[src/rtl/ftdi_bus_arbiter_if.sv]
// ftdi_bus_arbiter_if: bundle of the FT245-style pin signals plus the
// receive and two transmit handshakes served by ftdi_bus_arbiter.
//   master : the arbiter (drives strobes, pad data/enable, rx byte, tx accepts)
//   slave  : the environment (FTDI pins, rx consumer, tx requesters)
// Pins:      rxf_n, txe_n, rd_n, wr_n, oe, dq_o, dq_i
// RX path:   rx_data, rx_valid, rx_ready
// TX paths:  tx0_data/valid/ready, tx1_data/valid/ready
// Status:    busy
interface ftdi_bus_arbiter_if;
    logic       rxf_n;
    logic       txe_n;
    logic       rd_n;
    logic       wr_n;
    logic       oe;
    logic [7:0] dq_o;
    logic [7:0] dq_i;
    logic [7:0] rx_data;
    logic       rx_valid;
    logic       rx_ready;
    logic [7:0] tx0_data;
    logic       tx0_valid;
    logic       tx0_ready;
    logic [7:0] tx1_data;
    logic       tx1_valid;
    logic       tx1_ready;
    logic       busy;

    modport master (
        input  rxf_n, txe_n, dq_i, rx_ready,
        input  tx0_data, tx0_valid, tx1_data, tx1_valid,
        output rd_n, wr_n, oe, dq_o, rx_data, rx_valid,
        output tx0_ready, tx1_ready, busy
    );

    modport slave (
        output rxf_n, txe_n, dq_i, rx_ready,
        output tx0_data, tx0_valid, tx1_data, tx1_valid,
        input  rd_n, wr_n, oe, dq_o, rx_data, rx_valid,
        input  tx0_ready, tx1_ready, busy
    );
endinterface

[src/rtl/ftdi_bus_arbiter.sv]
// ftdi_bus_arbiter: time-multiplexes the shared 8-bit FT245 asynchronous FIFO
// bus between one receive path and two round-robin transmit requesters.
// Produces timed rd_n/wr_n strobes, the pad output enable and a bus-released
// turnaround gap after every access; honours rxf_n/txe_n after synchronising.
// Ports:
//   clk    system clock
//   n_rst  asynchronous active-low reset
//   bus    ftdi_bus_arbiter_if.master (pins, rx handshake, tx0/tx1 handshakes)
// All outputs are registered.
module ftdi_bus_arbiter #(
    parameter int unsigned RD_PULSE = 3,
    parameter int unsigned WR_PULSE = 2,
    parameter int unsigned TURN     = 1,
    parameter int unsigned RX_BURST = 4
) (
    input  logic               clk,
    input  logic               n_rst,
    ftdi_bus_arbiter_if.master bus
);

    localparam int unsigned CNT_MAX = (RD_PULSE > WR_PULSE) ?
                                      ((RD_PULSE > TURN) ? RD_PULSE : TURN) :
                                      ((WR_PULSE > TURN) ? WR_PULSE : TURN);
    localparam int unsigned CNT_W   = (CNT_MAX > 1) ? $clog2(CNT_MAX) : 1;
    localparam int unsigned RUN_W   = (RX_BURST > 0) ? $clog2(RX_BURST + 1) : 1;

    localparam logic [CNT_W-1:0] RD_LAST   = CNT_W'(RD_PULSE - 1);
    localparam logic [CNT_W-1:0] WR_LAST   = CNT_W'(WR_PULSE - 1);
    localparam logic [CNT_W-1:0] TURN_LAST = CNT_W'(TURN - 1);
    localparam logic [RUN_W-1:0] RUN_MAX   = RUN_W'(RX_BURST);

    typedef enum logic [2:0] {
        S_IDLE,
        S_RD,
        S_WR_SETUP,
        S_WR,
        S_TURN
    } state_t;

    state_t           state;
    logic [CNT_W-1:0] cnt;
    logic [RUN_W-1:0] rx_run;
    logic             last_grant;

    logic             rd_n_q;
    logic             wr_n_q;
    logic             oe_q;
    logic [7:0]       dq_o_q;
    logic [7:0]       rx_data_q;
    logic             rx_valid_q;
    logic             tx0_ready_q;
    logic             tx1_ready_q;
    logic             busy_q;

    // Two-flop synchronisers for the FTDI flow-control flags (idle = high).
    logic rxf_meta, rxf_s;
    logic txe_meta, txe_s;

    always_ff @(posedge clk or negedge n_rst) begin
        if (!n_rst) begin
            rxf_meta <= 1'b1;
            rxf_s    <= 1'b1;
            txe_meta <= 1'b1;
            txe_s    <= 1'b1;
        end else begin
            rxf_meta <= bus.rxf_n;
            rxf_s    <= rxf_meta;
            txe_meta <= bus.txe_n;
            txe_s    <= txe_meta;
        end
    end

    // Idle-state decision terms.
    logic rx_ok;
    logic tx_ok;
    logic burst_hold;
    logic grant_ch1;

    assign rx_ok      = ~rxf_s & bus.rx_ready;
    assign tx_ok      = (bus.tx0_valid | bus.tx1_valid) & ~txe_s;
    // Reads yield to a pending write once RX_BURST reads have run back to back.
    assign burst_hold = tx_ok & (rx_run == RUN_MAX);
    // Lone requester wins; with both pending the one not served last wins.
    assign grant_ch1  = bus.tx1_valid & (~bus.tx0_valid | ~last_grant);

    // Bus sequencer: state, strobe timing and registered outputs.
    always_ff @(posedge clk or negedge n_rst) begin
        if (!n_rst) begin
            state       <= S_IDLE;
            cnt         <= '0;
            rx_run      <= '0;
            last_grant  <= 1'b1;
            rd_n_q      <= 1'b1;
            wr_n_q      <= 1'b1;
            oe_q        <= 1'b0;
            dq_o_q      <= 8'h00;
            rx_data_q   <= 8'h00;
            rx_valid_q  <= 1'b0;
            tx0_ready_q <= 1'b0;
            tx1_ready_q <= 1'b0;
            busy_q      <= 1'b0;
        end else begin
            rx_valid_q  <= 1'b0;
            tx0_ready_q <= 1'b0;
            tx1_ready_q <= 1'b0;

            unique case (state)
                S_IDLE: begin
                    cnt <= '0;
                    if (!tx_ok) begin
                        rx_run <= '0;
                    end
                    if (rx_ok && !burst_hold) begin
                        state  <= S_RD;
                        rd_n_q <= 1'b0;
                        busy_q <= 1'b1;
                    end else if (tx_ok) begin
                        // Byte is accepted here; it is sent even if valid drops next cycle.
                        state       <= S_WR_SETUP;
                        oe_q        <= 1'b1;
                        busy_q      <= 1'b1;
                        last_grant  <= grant_ch1;
                        dq_o_q      <= grant_ch1 ? bus.tx1_data : bus.tx0_data;
                        tx0_ready_q <= ~grant_ch1;
                        tx1_ready_q <= grant_ch1;
                    end
                end

                S_RD: begin
                    if (cnt == RD_LAST) begin
                        rd_n_q     <= 1'b1;
                        rx_data_q  <= bus.dq_i;
                        rx_valid_q <= 1'b1;
                        if (rx_run != RUN_MAX) begin
                            rx_run <= rx_run + RUN_W'(1);
                        end
                        cnt   <= '0;
                        state <= S_TURN;
                    end else begin
                        cnt <= cnt + CNT_W'(1);
                    end
                end

                S_WR_SETUP: begin
                    rx_run <= '0;
                    wr_n_q <= 1'b0;
                    cnt    <= '0;
                    state  <= S_WR;
                end

                S_WR: begin
                    if (cnt == WR_LAST) begin
                        wr_n_q <= 1'b1;
                        oe_q   <= 1'b0;
                        cnt    <= '0;
                        state  <= S_TURN;
                    end else begin
                        cnt <= cnt + CNT_W'(1);
                    end
                end

                S_TURN: begin
                    if (cnt == TURN_LAST) begin
                        cnt    <= '0;
                        busy_q <= 1'b0;
                        state  <= S_IDLE;
                    end else begin
                        cnt <= cnt + CNT_W'(1);
                    end
                end

                default: begin
                    state  <= S_IDLE;
                    cnt    <= '0;
                    rd_n_q <= 1'b1;
                    wr_n_q <= 1'b1;
                    oe_q   <= 1'b0;
                    busy_q <= 1'b0;
                end
            endcase
        end
    end

    assign bus.rd_n      = rd_n_q;
    assign bus.wr_n      = wr_n_q;
    assign bus.oe        = oe_q;
    assign bus.dq_o      = dq_o_q;
    assign bus.rx_data   = rx_data_q;
    assign bus.rx_valid  = rx_valid_q;
    assign bus.tx0_ready = tx0_ready_q;
    assign bus.tx1_ready = tx1_ready_q;
    assign bus.busy      = busy_q;

    // Electrical safety of the shared bus.
    a_strobe_excl: assert property (@(posedge clk) disable iff (!n_rst)
        !(!rd_n_q && !wr_n_q));
    a_rd_released: assert property (@(posedge clk) disable iff (!n_rst)
        oe_q |-> rd_n_q);
    a_busy_state: assert property (@(posedge clk) disable iff (!n_rst)
        busy_q == (state != S_IDLE));

endmodule

[src/flat_wrapper.sv]
// flat-port wrapper written by rule: the top's interface ports become plain ports
module ftdi_bus_arbiter_flat 
#(
    parameter int unsigned RD_PULSE = 3,
    parameter int unsigned WR_PULSE = 2,
    parameter int unsigned TURN     = 1,
    parameter int unsigned RX_BURST = 4
)
  (clk, n_rst, bus_rxf_n, bus_txe_n, bus_dq_i, bus_rx_ready, bus_tx0_data, bus_tx0_valid, bus_tx1_data, bus_tx1_valid, bus_rd_n, bus_wr_n, bus_oe, bus_dq_o, bus_rx_data, bus_rx_valid, bus_tx0_ready, bus_tx1_ready, bus_busy);
  ftdi_bus_arbiter_if bus_i ();
  input  logic clk;
  input  logic n_rst;
  input wire logic [$bits(bus_i.rxf_n)-1:0] bus_rxf_n;
  input wire logic [$bits(bus_i.txe_n)-1:0] bus_txe_n;
  input wire logic [$bits(bus_i.dq_i)-1:0] bus_dq_i;
  input wire logic [$bits(bus_i.rx_ready)-1:0] bus_rx_ready;
  input wire logic [$bits(bus_i.tx0_data)-1:0] bus_tx0_data;
  input wire logic [$bits(bus_i.tx0_valid)-1:0] bus_tx0_valid;
  input wire logic [$bits(bus_i.tx1_data)-1:0] bus_tx1_data;
  input wire logic [$bits(bus_i.tx1_valid)-1:0] bus_tx1_valid;
  output wire logic [$bits(bus_i.rd_n)-1:0] bus_rd_n;
  output wire logic [$bits(bus_i.wr_n)-1:0] bus_wr_n;
  output wire logic [$bits(bus_i.oe)-1:0] bus_oe;
  output wire logic [$bits(bus_i.dq_o)-1:0] bus_dq_o;
  output wire logic [$bits(bus_i.rx_data)-1:0] bus_rx_data;
  output wire logic [$bits(bus_i.rx_valid)-1:0] bus_rx_valid;
  output wire logic [$bits(bus_i.tx0_ready)-1:0] bus_tx0_ready;
  output wire logic [$bits(bus_i.tx1_ready)-1:0] bus_tx1_ready;
  output wire logic [$bits(bus_i.busy)-1:0] bus_busy;
  assign bus_i.rxf_n = bus_rxf_n;
  assign bus_i.txe_n = bus_txe_n;
  assign bus_i.dq_i = bus_dq_i;
  assign bus_i.rx_ready = bus_rx_ready;
  assign bus_i.tx0_data = bus_tx0_data;
  assign bus_i.tx0_valid = bus_tx0_valid;
  assign bus_i.tx1_data = bus_tx1_data;
  assign bus_i.tx1_valid = bus_tx1_valid;
  assign bus_rd_n = bus_i.rd_n;
  assign bus_wr_n = bus_i.wr_n;
  assign bus_oe = bus_i.oe;
  assign bus_dq_o = bus_i.dq_o;
  assign bus_rx_data = bus_i.rx_data;
  assign bus_rx_valid = bus_i.rx_valid;
  assign bus_tx0_ready = bus_i.tx0_ready;
  assign bus_tx1_ready = bus_i.tx1_ready;
  assign bus_busy = bus_i.busy;
  ftdi_bus_arbiter #(.RD_PULSE(RD_PULSE), .WR_PULSE(WR_PULSE), .TURN(TURN), .RX_BURST(RX_BURST)) u_core (.clk(clk), .n_rst(n_rst), .bus(bus_i));
endmodule
[config.mk]
export PLATFORM = sky130hd
export DESIGN_NAME = ftdi_bus_arbiter_flat
export DESIGN_NICKNAME = d
export VERILOG_FILES = /design/src/rtl/ftdi_bus_arbiter_if.sv /design/src/rtl/ftdi_bus_arbiter.sv /design/src/flat_wrapper.sv
export SDC_FILE = /design/constraint.sdc
export NUM_CORES = 1
export LEC_CHECK = 0
export ABC_AREA = 1
export CAP_MARGIN = 0
export CORE_MARGIN = 2
export CORE_UTILIZATION = 42
export CTS_CLUSTER_DIAMETER = 100
export CTS_CLUSTER_SIZE = 20
export DETAILED_ROUTE_END_ITERATION = 10
export GPL_TIMING_DRIVEN = 0
export HOLD_SLACK_MARGIN = 0.03
export PLACE_DENSITY_LB_ADDON = 0.25
export SLEW_MARGIN = 5
export SYNTH_ARGS = -nofsm -noshare
export SYNTH_HDL_FRONTEND = slang
export SYNTH_SLANG_ARGS = --single-unit
[constraint.sdc]
create_clock -name clk -period 1.4 [get_ports clk]
set_clock_uncertainty 0.1 [all_clocks]
set_input_delay 0.28 -clock clk [delete_from_list [all_inputs] [get_ports clk]]
set_output_delay 0.28 -clock clk [all_outputs]
set_load 0.01 [all_outputs]
==> run metrics, run 1 <==
data required time at the worst endpoint 1.47 ns; part of the total power dissipated in combinational logic 0.495; post-route minimum period 1.39 ns; clock share of power 0.173; max_cap viols 0; CP Max Fanout 6; total negative slack for setup checks 0 ns; largest vdd supply drop 918 uV; final net count 335; hold violation count in the final report 0; area grow syn2layout 56.4%; Remaining Overflow, GRT 0; share of the yosys chip area belonging to registers 0.521; HPWL reported at the end of detailed placement 2.70 mm; via density per instance 4.72; cell area after synthesis 1750 sq um; vias in the first global route 1,496; average instance area after synthesis 7.93 sq um; final core utilization 0.683; first-pass GRT wire length 6.54 mm; total clock buffers created by CTS 5; relative contribution of sequential cells to total power 0.332; horizontal extent of the die 68.5 um; startpoint kind of the worst setup timing path flop; transition at the pin with the smallest max-transition slack 0.482 ns; Post-Syn Nets 258; biggest area contributors in the synthesized netlist dfrtp_1 (42%), nand2_1 (23%), dfstp_2 (11%); Bufs on Longest Clock Path 2; clock tree root buffer cell clkbuf_8; share of final-layout standard cells stronger than drive strength 1 0.272; series of cell instances along the critical path inv_2, ha_4, inv_1, a21oi_1, nand2_4, nand2_1, o21ai_1; number of antenna-violating nets in the routed design 0; number of register bits inferred by synthesis 36; switching part of the total power 0.386; mean routed wirelength per cell 11.7 um; slowest cell delay on critical path 0.40 ns; final routed wirelength across all metal layers 4.08 mm; number of antenna violations at the first check in global routing 0; clock tree from TritonCTS built; gate count of the mapped netlist 220; initial cell density of the core 0.436; arrival time of the worst setup path 1.46 ns; Core Footprint 4000 sq um; Filler Cells Inserted 329; number of flops mapped to enable cells by yosys 0; share of the synthesized area in the top cell type 0.416; Slew Limit Headroom 0.679; master of the slowest instance on the critical path dfrtp_1; PD cells 1880 nW/um^2; number of H-tree branching levels 2; launch instance of the worst register-to-register path u_core.cnt[0]; die outline height 68.5 um; clock slew at reported path FFs 0.07 ns; count of buffers from port buffering 53; crit path from u_core.cnt[0]; full die area 4690 sq um; crit path capture type flop; cell family contributing the most delay on the critical path flip-flops; Async SR Flop Fraction 1.00; clock sink count 36; DRC violation total after the first TritonRoute iteration 66; top-level I/O count 54; Static Leak 1.41 nW; Final setup violation count 0; library cell with the highest instance count after synthesis nand2_1; Net Switching 0.00198 W; outcome finished clean; ant diodes 0; final worst path period share 0.991; number of iterations in the first detailed-routing pass 4; placer's final routability congestion estimate 0.858; post-synth top area cell dfrtp_1; post-synthesis cell type count 24; hold crit path type flop to flop; most instantiated cells after synthesis nand2_1 (105), dfrtp_1 (29), nand3_1 (16); leading register cell type out of synthesis dfrtp_1; count of final max-slew check failures 0; highest attainable clock frequency 721 MHz; maximum number of pins on one net before global-route repair 37; global-route usage over all layers 0.188; yosys warns 0; WS Path Type flop to flop; setup repair after global routing missed its margin yes; clock insertion delay at the later pin of the skew report 0.28 ns; HP Start u_core.rxf_meta; crit path buf inv count 2; DRC violations left 0; via count 1,644; cell internal power dissipation 0.00314 W; cell row count 23
==> power groups by stage <==
stage | Sequential (W) | Clock (W) | Combinational, W
after floorplan | 0.00182 | 0 | 0.00108
after global placement | 0.00172 | 0 | 0.00205
after detailed placement | 0.00172 | 0 | 0.00210
after CTS | 0.00167 | 0.000915 | 0.00220
after global routing | 0.00175 | 0.000949 | 0.00281
final | 0.00170 | 0.000888 | 0.00253
==> layer usage <==
| layer | routed length (um) | track usage |
|---|---|---|
| met1 | 1800 | 0.248 |
| met2 | 1970 | 0.292 |
| met3 | 202 | 0.0411 |
| met4 | 99 | 0.0900 |
| met5 | 0 | 0 |
==> sequential cells by signal (all words and copies together) (netlist names) <==
register	flops
u_core.bus.dq_o	8
u_core.bus.rx_data	8
u_core.rx_run	3
u_core.state	3
u_core.cnt	2
u_core.bus.busy	1
u_core.bus.oe	1
u_core.bus.rd_n	1
u_core.bus.rx_valid	1
u_core.bus.tx0_ready	1
u_core.bus.tx1_ready	1
u_core.bus.wr_n	1
u_core.last_grant	1
u_core.rxf_meta	1
u_core.rxf_s	1
u_core.txe_meta	1
u_core.txe_s	1
==> cell type report <==
class,instances,area [sq um],share of cell area
sequential,36,913,0.335
inverter,18,77.6,0.0284
buffer,3,33.8,0.0124
timing repair buffer,70,642,0.235
multi-input combinational,163,893,0.327
clock buffer,6,72.6,0.0266
clock inverter,2,35.0,0.0128
tap,50,62.6,0.0229
==> worst paths after layout <==
path	cells after the start	slack (ns)	to
max in group asynchronous	2	0.42	u_core.rxf_meta
hold reg to reg	0	0.25	u_core.rxf_s
hold / removal	0	0.25	u_core.rxf_s
min in group asynchronous	2	0.42	u_core.bus.tx0_ready
setup reg to reg	7	0.01	u_core.rx_run[2]
setup / recovery	7	0.01	u_core.rx_run[2]
==> worst register-to-register path, delay by kind of cell, from the launching register on <==
| family | cells | cell delay (ns) |
|---|---|---|
| flops | 1 | 0.40 |
| fa+ha+maj | 1 | 0.16 |
| buf+inv | 2 | 0.16 |
| compound gates | 2 | 0.28 |
| simple gates | 2 | 0.18 |
==> per-stage QoR <==
step / std cells / setup slack (ns) / power [W] / area [sq um] / hold WS, ns
2_1_floorplan: 220 / 0.0206 / 0.00291 / 1750 / -0.116
3_3_place_gp: 323 / -0.838 / 0.00377 / 2340 / 0.245
3_5_place_dp: 323 / -0.448 / 0.00382 / 2340 / 0.248
4_1_cts: 343 / -0.0152 / 0.00478 / 2560 / 0.258
5_1_grt: 348 / -0.0738 / 0.00551 / 2730 / 0.257
6_report: 348 / 0.0127 / 0.00512 / 2730 / 0.254
==> cell usage in the layout, fill, tap and decap left out, types with 2 or more instances in the layout <==
| master | Yosys | final |
|---|---|---|
| nand2_1 | 105 | 96 |
| clkdlybuf4s50_1 | 0 | 27 |
| dfrtp_1 | 29 | 26 |
| dlygate4sd2_1 | 0 | 23 |
| nand3_1 | 16 | 15 |
| buf_4 | 1 | 13 |
| inv_2 | 2 | 8 |
| nand2_2 | 5 | 8 |
| inv_1 | 15 | 7 |
| nor2_1 | 14 | 7 |
| dfstp_2 | 7 | 7 |
| nand2_4 | 0 | 6 |
| nor2_4 | 1 | 5 |
| nor2_2 | 2 | 5 |
| clkbuf_8 | 0 | 5 |
| o21ai_1 | 3 | 4 |
| ha_1 | 7 | 4 |
| buf_6 | 1 | 3 |
| a21oi_1 | 3 | 3 |
| ha_4 | 0 | 3 |
| buf_2 | 1 | 3 |
| dfrtp_2 | 0 | 3 |
| inv_4 | 0 | 2 |
| buf_12 | 0 | 2 |
==> what timing repair did <==
action / in CTS / in global routing
pin swaps: 3 / 9
cloned: 1 / 0
hold buffers: 1 / 0
buffers inserted: 10 / 5
endpoints found under the hold margin: 29 / 0
endpoints found under the setup margin: 50 / 30
resized for setup: 51 / 35
==> cell families (layout without fill, tap and decap cells) <==
logic type | Yosys count | in the layout | share of synthesized area
compound gates | 10 | 10 | 0.0330
fa+ha+maj | 7 | 7 | 0.0502
buf+inv | 21 | 99 | 0.0523
flops | 36 | 36 | 0.521
simple gates | 146 | 146 | 0.343
(Power assumes the default switching activity.)
==> run 2, diff against run 1 <==
--- a/config.mk
+++ b/config.mk
@@ -8,7 +8,8 @@
 export ABC_AREA = 1
 export CAP_MARGIN = 0
 export CORE_MARGIN = 2
-export CORE_UTILIZATION = 42
+export CORE_UTILIZATION = 43
+export CTS_BUF_LIST = sky130_fd_sc_hd__clkbuf_4
 export CTS_CLUSTER_DIAMETER = 100
 export CTS_CLUSTER_SIZE = 20
 export DETAILED_ROUTE_END_ITERATION = 10
==> run metrics, run 2 (same netlist as run 1, synthesis figures left out) <==
startpoint kind of the worst setup timing path flop; part of the total power dissipated in combinational logic 0.517; DRC violations left 0; count of cells along the worst register-to-register path 7; final routed wirelength across all metal layers 4.55 mm; Core Footprint 3940 sq um; ant diodes 0; cell internal power dissipation 0.00302 W; fin worst setup slack -0.0897 ns; Bufs on Longest Clock Path 2; PD cells 1840 nW/um^2; Filler Cells Inserted 295; arrival time of the worst setup path 1.69 ns; cell row count 23; most common cell after layout, fill and taps aside nand2_1; clock share of power 0.146; clock tree root buffer cell clkbuf_4; setup repair after global routing missed its margin yes; CP Max Fanout 3; count of final max-slew check failures 0; full die area 4580 sq um; placer's final routability congestion estimate 0.785; final net count 344; total clock buffers created by CTS 5; post-route minimum period 1.49 ns; clock tree from TritonCTS built; largest vdd supply drop 980 uV; number of antenna-violating nets in the routed design 0; switching part of the total power 0.407; global-route usage over all layers 0.203; DRC violation total after the first TritonRoute iteration 97; Static Leak 1.40 nW; data required time at the worst endpoint 1.60 ns; total negative slack for setup checks -0.378 ns; die outline height 67.7 um; Remaining Overflow, GRT 0; highest attainable clock frequency 671 MHz; Net Switching 0.00207 W; via density per instance 4.75; clock sink count 36; mean routed wirelength per cell 12.8 um; Final setup violation count 14; top-level I/O count 54; hold violation count in the final report 0; vias in the first global route 1,574; via count 1,696; count of buffers from port buffering 53; initial cell density of the core 0.443; HPWL reported at the end of detailed placement 2.74 mm; Slew Limit Headroom 0.482; clock slew at reported path FFs 0.12 ns; crit path capture type flop; number of antenna violations at the first check in global routing 0; minimum hold slack 0.216 ns; Worst Hold Depth 1; outcome finished, violations left; failing checks negative setup slack; relative contribution of sequential cells to total power 0.336; area grow syn2layout 58.4%; max_cap viols 0; final worst path period share 1.06; number of H-tree branching levels 2; transition at the pin with the smallest max-transition slack 0.777 ns; share of final-layout standard cells stronger than drive strength 1 0.349; horizontal extent of the die 67.7 um; hold crit path type primary input to flop; total chip power 0.00510 W; number of iterations in the first detailed-routing pass 4; commonest cells after routing, fill and taps aside nand2_1 (95), clkdlybuf4s50_1 (29), dfrtp_1 (27); clock insertion delay at the later pin of the skew report 0.35 ns; maximum number of pins on one net before global-route repair 37; WS Path Type flop to flop; first-pass GRT wire length 6.84 mm
==> run 2: changes by cell type in the layout (fill, tap and decap cells not counted), moves of 4 or more <==
cell             before  now
buf_6                 3    8
nand3_1              15   10
buf_4                13   20
clkbuf_2              0   10
clkbuf_4              1    5
clkbuf_8              5    0
nand3_2               1    6
dlygate4sd2_1        23    0
clkdlybuf4s15_1       0   11
==> run 2: critical path, cell delays in order, from the launching register on <==
cell and delay, ns:
dfrtp_1 0.42, buf_4 0.14, ha_2 0.18, nor3_1 0.26, nor2_1 0.11, nand3_1 0.10
nand2_1 0.05, nand2_1 0.05
==> run 2: final timing paths <==
| path | endpoint | slack [ns] | from |
|---|---|---|---|
| max in group asynchronous | u_core.state[1] | 0.25 | n_rst |
| max reg2reg | u_core.bus.oe | -0.09 | u_core.cnt[0] |
| min | u_core.rxf_meta | 0.22 | bus_rxf_n |
| max | u_core.bus.oe | -0.09 | u_core.cnt[0] |
| min reg2reg | u_core.rxf_s | 0.27 | u_core.rxf_meta |
| min in group asynchronous | u_core.cnt[0] | 0.42 | n_rst |
==> run 2: through the flow <==
stage               worst slack [ns]  cell area [sq um]   util  std cells
finish                       -0.0897               2770  0.701        357
CTS                         -0.00393               2620  0.665        347
global route                  -0.109               2770  0.701        357
global placement              -0.864               2340  0.594        323
detailed placement            -0.464               2340  0.593        323
floorplan                     0.0206               1750      -        220
==> run 2: cell type report <==
type	count	area (sq um)	share of cell area
buffer	3	33.8	0.0122
clock buffer	5	37.5	0.0136
clock inverter	3	42.5	0.0154
inverter	18	77.6	0.0281
multi-input combinational	163	902	0.326
sequential	36	912	0.330
tap	50	62.6	0.0226
timing repair buffer	79	697	0.252
==> run 2: power groups by stage <==
stage	sequential [W]	combinational [W]	clock, W
6_report	0.00171	0.00264	0.000747
3_5_place_dp	0.00172	0.00211	0
5_1_grt	0.00176	0.00291	0.000796
4_1_cts	0.00170	0.00238	0.000754
2_1_floorplan	0.00182	0.00108	0
3_3_place_gp	0.00172	0.00206	0
==> run 2: layer usage <==
metal,share of wire,global-route usage
met1,0.42,0.257
met2,0.50,0.325
met3,0.054,0.0550
met4,0.025,0.0893
met5,0,0
==> run 2: what timing repair did <==
| action | CTS | global route |
|---|---|---|
| pin swaps | 2 | 9 |
| endpoints found under the setup margin | 50 | 42 |
| cloned | 1 | 1 |
| hold endpoints to repair | 29 | 0 |
| setup buffers | 14 | 9 |
| hold buffers | 1 | 0 |
| resized for setup | 73 | 49 |
==> run 3, diff against run 2 <==
--- a/config.mk
+++ b/config.mk
@@ -5,7 +5,6 @@
 export SDC_FILE = /design/constraint.sdc
 export NUM_CORES = 1
 export LEC_CHECK = 0
-export ABC_AREA = 1
 export CAP_MARGIN = 0
 export CORE_MARGIN = 2
 export CORE_UTILIZATION = 43
==> run metrics, run 3 <==
placer's final routability congestion estimate 0.782; horizontal extent of the die 66.6 um; DRC violations left 0; global-route usage over all layers 0.222; final routed wirelength across all metal layers 4.70 mm; Bufs on Longest Clock Path 2; count of cells along the worst register-to-register path 4; Final setup violation count 26; library cell with the highest instance count after synthesis dfrtp_1; arrival time of the worst setup path 1.83 ns; number of antenna-violating nets in the routed design 0; final net count 273; post-synth top area cell dfrtp_1; outcome finished, violations left; number of iterations in the first detailed-routing pass 4; share of the synthesized area in the top cell type 0.431; highest attainable clock frequency 589 MHz; count of final max-slew check failures 0; number of flops mapped to enable cells by yosys 0; clock sink count 36; number of antenna violations at the first check in global routing 0; share of the yosys chip area belonging to registers 0.541; minimum hold slack 0.242 ns; total area of multi-input combinational cells 890 sq um; HPWL reported at the end of detailed placement 2.77 mm; count of buffers from port buffering 53; initial cell density of the core 0.453; data required time at the worst endpoint 1.53 ns; PD cells 2070 nW/um^2; r2r endpoint u_core.bus.rx_data[1]; clock tree root buffer cell clkbuf_4; max_cap viols 0; WS Path Type flop to flop; cell area after synthesis 1680 sq um; share of final-layout standard cells stronger than drive strength 1 0.462; hold crit path type primary input to flop; failing checks negative setup slack; die outline height 66.6 um; total clock buffers created by CTS 5; crit path from u_core.state[1]; HP Start bus_txe_n; final worst path period share 1.21; post-synthesis cell type count 34; CP Max Fanout 5; Remaining Overflow, GRT 0; area of all sequential standard cells 912 sq um; via density per instance 5.09; full die area 4430 sq um; largest vdd supply drop 1470 uV; mean routed wirelength per cell 16.6 um; startpoint kind of the worst setup timing path flop; number of register bits inferred by synthesis 36; clock tree from TritonCTS built; Reg2Reg Setup Slack -0.30 ns; pre-CTS setup slack -0.840 ns; vias in the first global route 1,549; biggest area contributors in the synthesized netlist dfrtp_1 (43%), dfstp_2 (11%), mux2i_1 (7.1%); cell row count 22; Post-Syn Nets 180; maximum number of pins on one net before global-route repair 37; transition at the pin with the smallest max-transition slack 0.817 ns; Worst Hold Depth 1; gate count of the mapped netlist 142; Slew Limit Headroom 0.456; post-route minimum period 1.70 ns; Static Leak 1.25 nW; most common cell after layout, fill and taps aside buf_4; via count 1,445; first-pass GRT wire length 7.20 mm; hold violation count in the final report 0; leading register cell type out of synthesis dfrtp_1; top-level I/O count 54; Core Footprint 3720 sq um; Async SR Flop Fraction 1.00; commonest cells after routing, fill and taps aside buf_4 (30), clkdlybuf4s50_1 (29), dfrtp_1 (27); area grow syn2layout 67.3%; average instance area after synthesis 11.9 sq um; setup repair after global routing missed its margin yes; DRC violation total after the first TritonRoute iteration 52; launch instance of the worst register-to-register path u_core.state[1]; fin worst setup slack -0.299 ns; crit path capture type flop; clock insertion delay at the later pin of the skew report 0.35 ns; hold worst-path end u_core.txe_meta; yosys warns 0; most instantiated cells after synthesis dfrtp_1 (29), nor2_1 (15), mux2i_1 (12); number of H-tree branching levels 2; clock slew at reported path FFs 0.11 ns; ant diodes 0; Filler Cells Inserted 230
==> run 3: cell families (layout without fill, tap and decap cells) <==
family	count (synthesis)	after routing	share of synthesized area
AOI/OAI and AO/OA	31	31	0.138
adders and majority gates	7	7	0.0520
buffers and inverters	13	107	0.0416
DFF	36	36	0.541
muxes	22	22	0.138
and+or+nand+nor	33	33	0.0900
==> run 3: worst max-delay path by stage <==
stage,end,depth (start not counted)
after floorplan,u_core.bus.oe,7
after global placement,u_core.bus.dq_o[1],1
after detailed placement,u_core.bus.dq_o[0],5
after CTS,u_core.bus.rx_data[3],4
after global routing,u_core.bus.oe,8
final,u_core.bus.rx_data[1],4
==> run 3: per-stage QoR <==
stage | total power, W | utilization | instance area, sq um | cells | setup TNS, ns
after floorplan | 0.00327 | - | 1770 | 142 | -3.87
after detailed placement | 0.00425 | 0.634 | 2360 | 243 | -12.92
after global placement | 0.00415 | 0.636 | 2360 | 243 | -37.64
after CTS | 0.00542 | 0.719 | 2670 | 275 | -4.97
after global routing | 0.00620 | 0.758 | 2820 | 284 | -7.99
final | 0.00582 | 0.758 | 2820 | 284 | -6.22
==> run 3: cell type report <==
class	instances	share of cell area
Sequential cell	36	0.324
Multi-Input combinational cell	93	0.316
Timing Repair Buffer	88	0.282
Tap cell	48	0.0213
Buffer	6	0.0204
Clock buffer	6	0.0160
Clock inverter	2	0.0124
Inverter	5	0.00756
==> run 3: routing by layer <==
metal	up-vias	wire (um)	part of all wire	track usage
met5	-	0	0	0
met3	8	296	0.063	0.0422
li1	684	-	-	-
met4	0	84	0.018	0.107
met1	699	1900	0.40	0.245
met2	54	2420	0.51	0.405
==> run 3: timing repair <==
| action | 4_1_cts | 5_1_grt |
|---|---|---|
| endpoints found under the setup margin | 53 | 46 |
| resized for setup | 68 | 38 |
| setup buffers | 22 | 11 |
| hold endpoints to repair | 29 | 0 |
| gates cloned | 2 | 1 |
| pin swaps | 6 | 3 |
| hold buffers | 1 | 0 |
==> run 3: worst max-delay path, stage by stage, from the launching register on <==
cell and delay (ns):
dfrtp_2 0.45, buf_12 0.13, nor4bb_4 0.38, buf_6 0.20, mux2_4 0.31
==> run 3: report_power, final <==
group	internal, W	switching, W	total, W
sequential	0.00150	0.000290	0.00179
clock	0.000393	0.000359	0.000753
combinational	0.00186	0.00143	0.00329
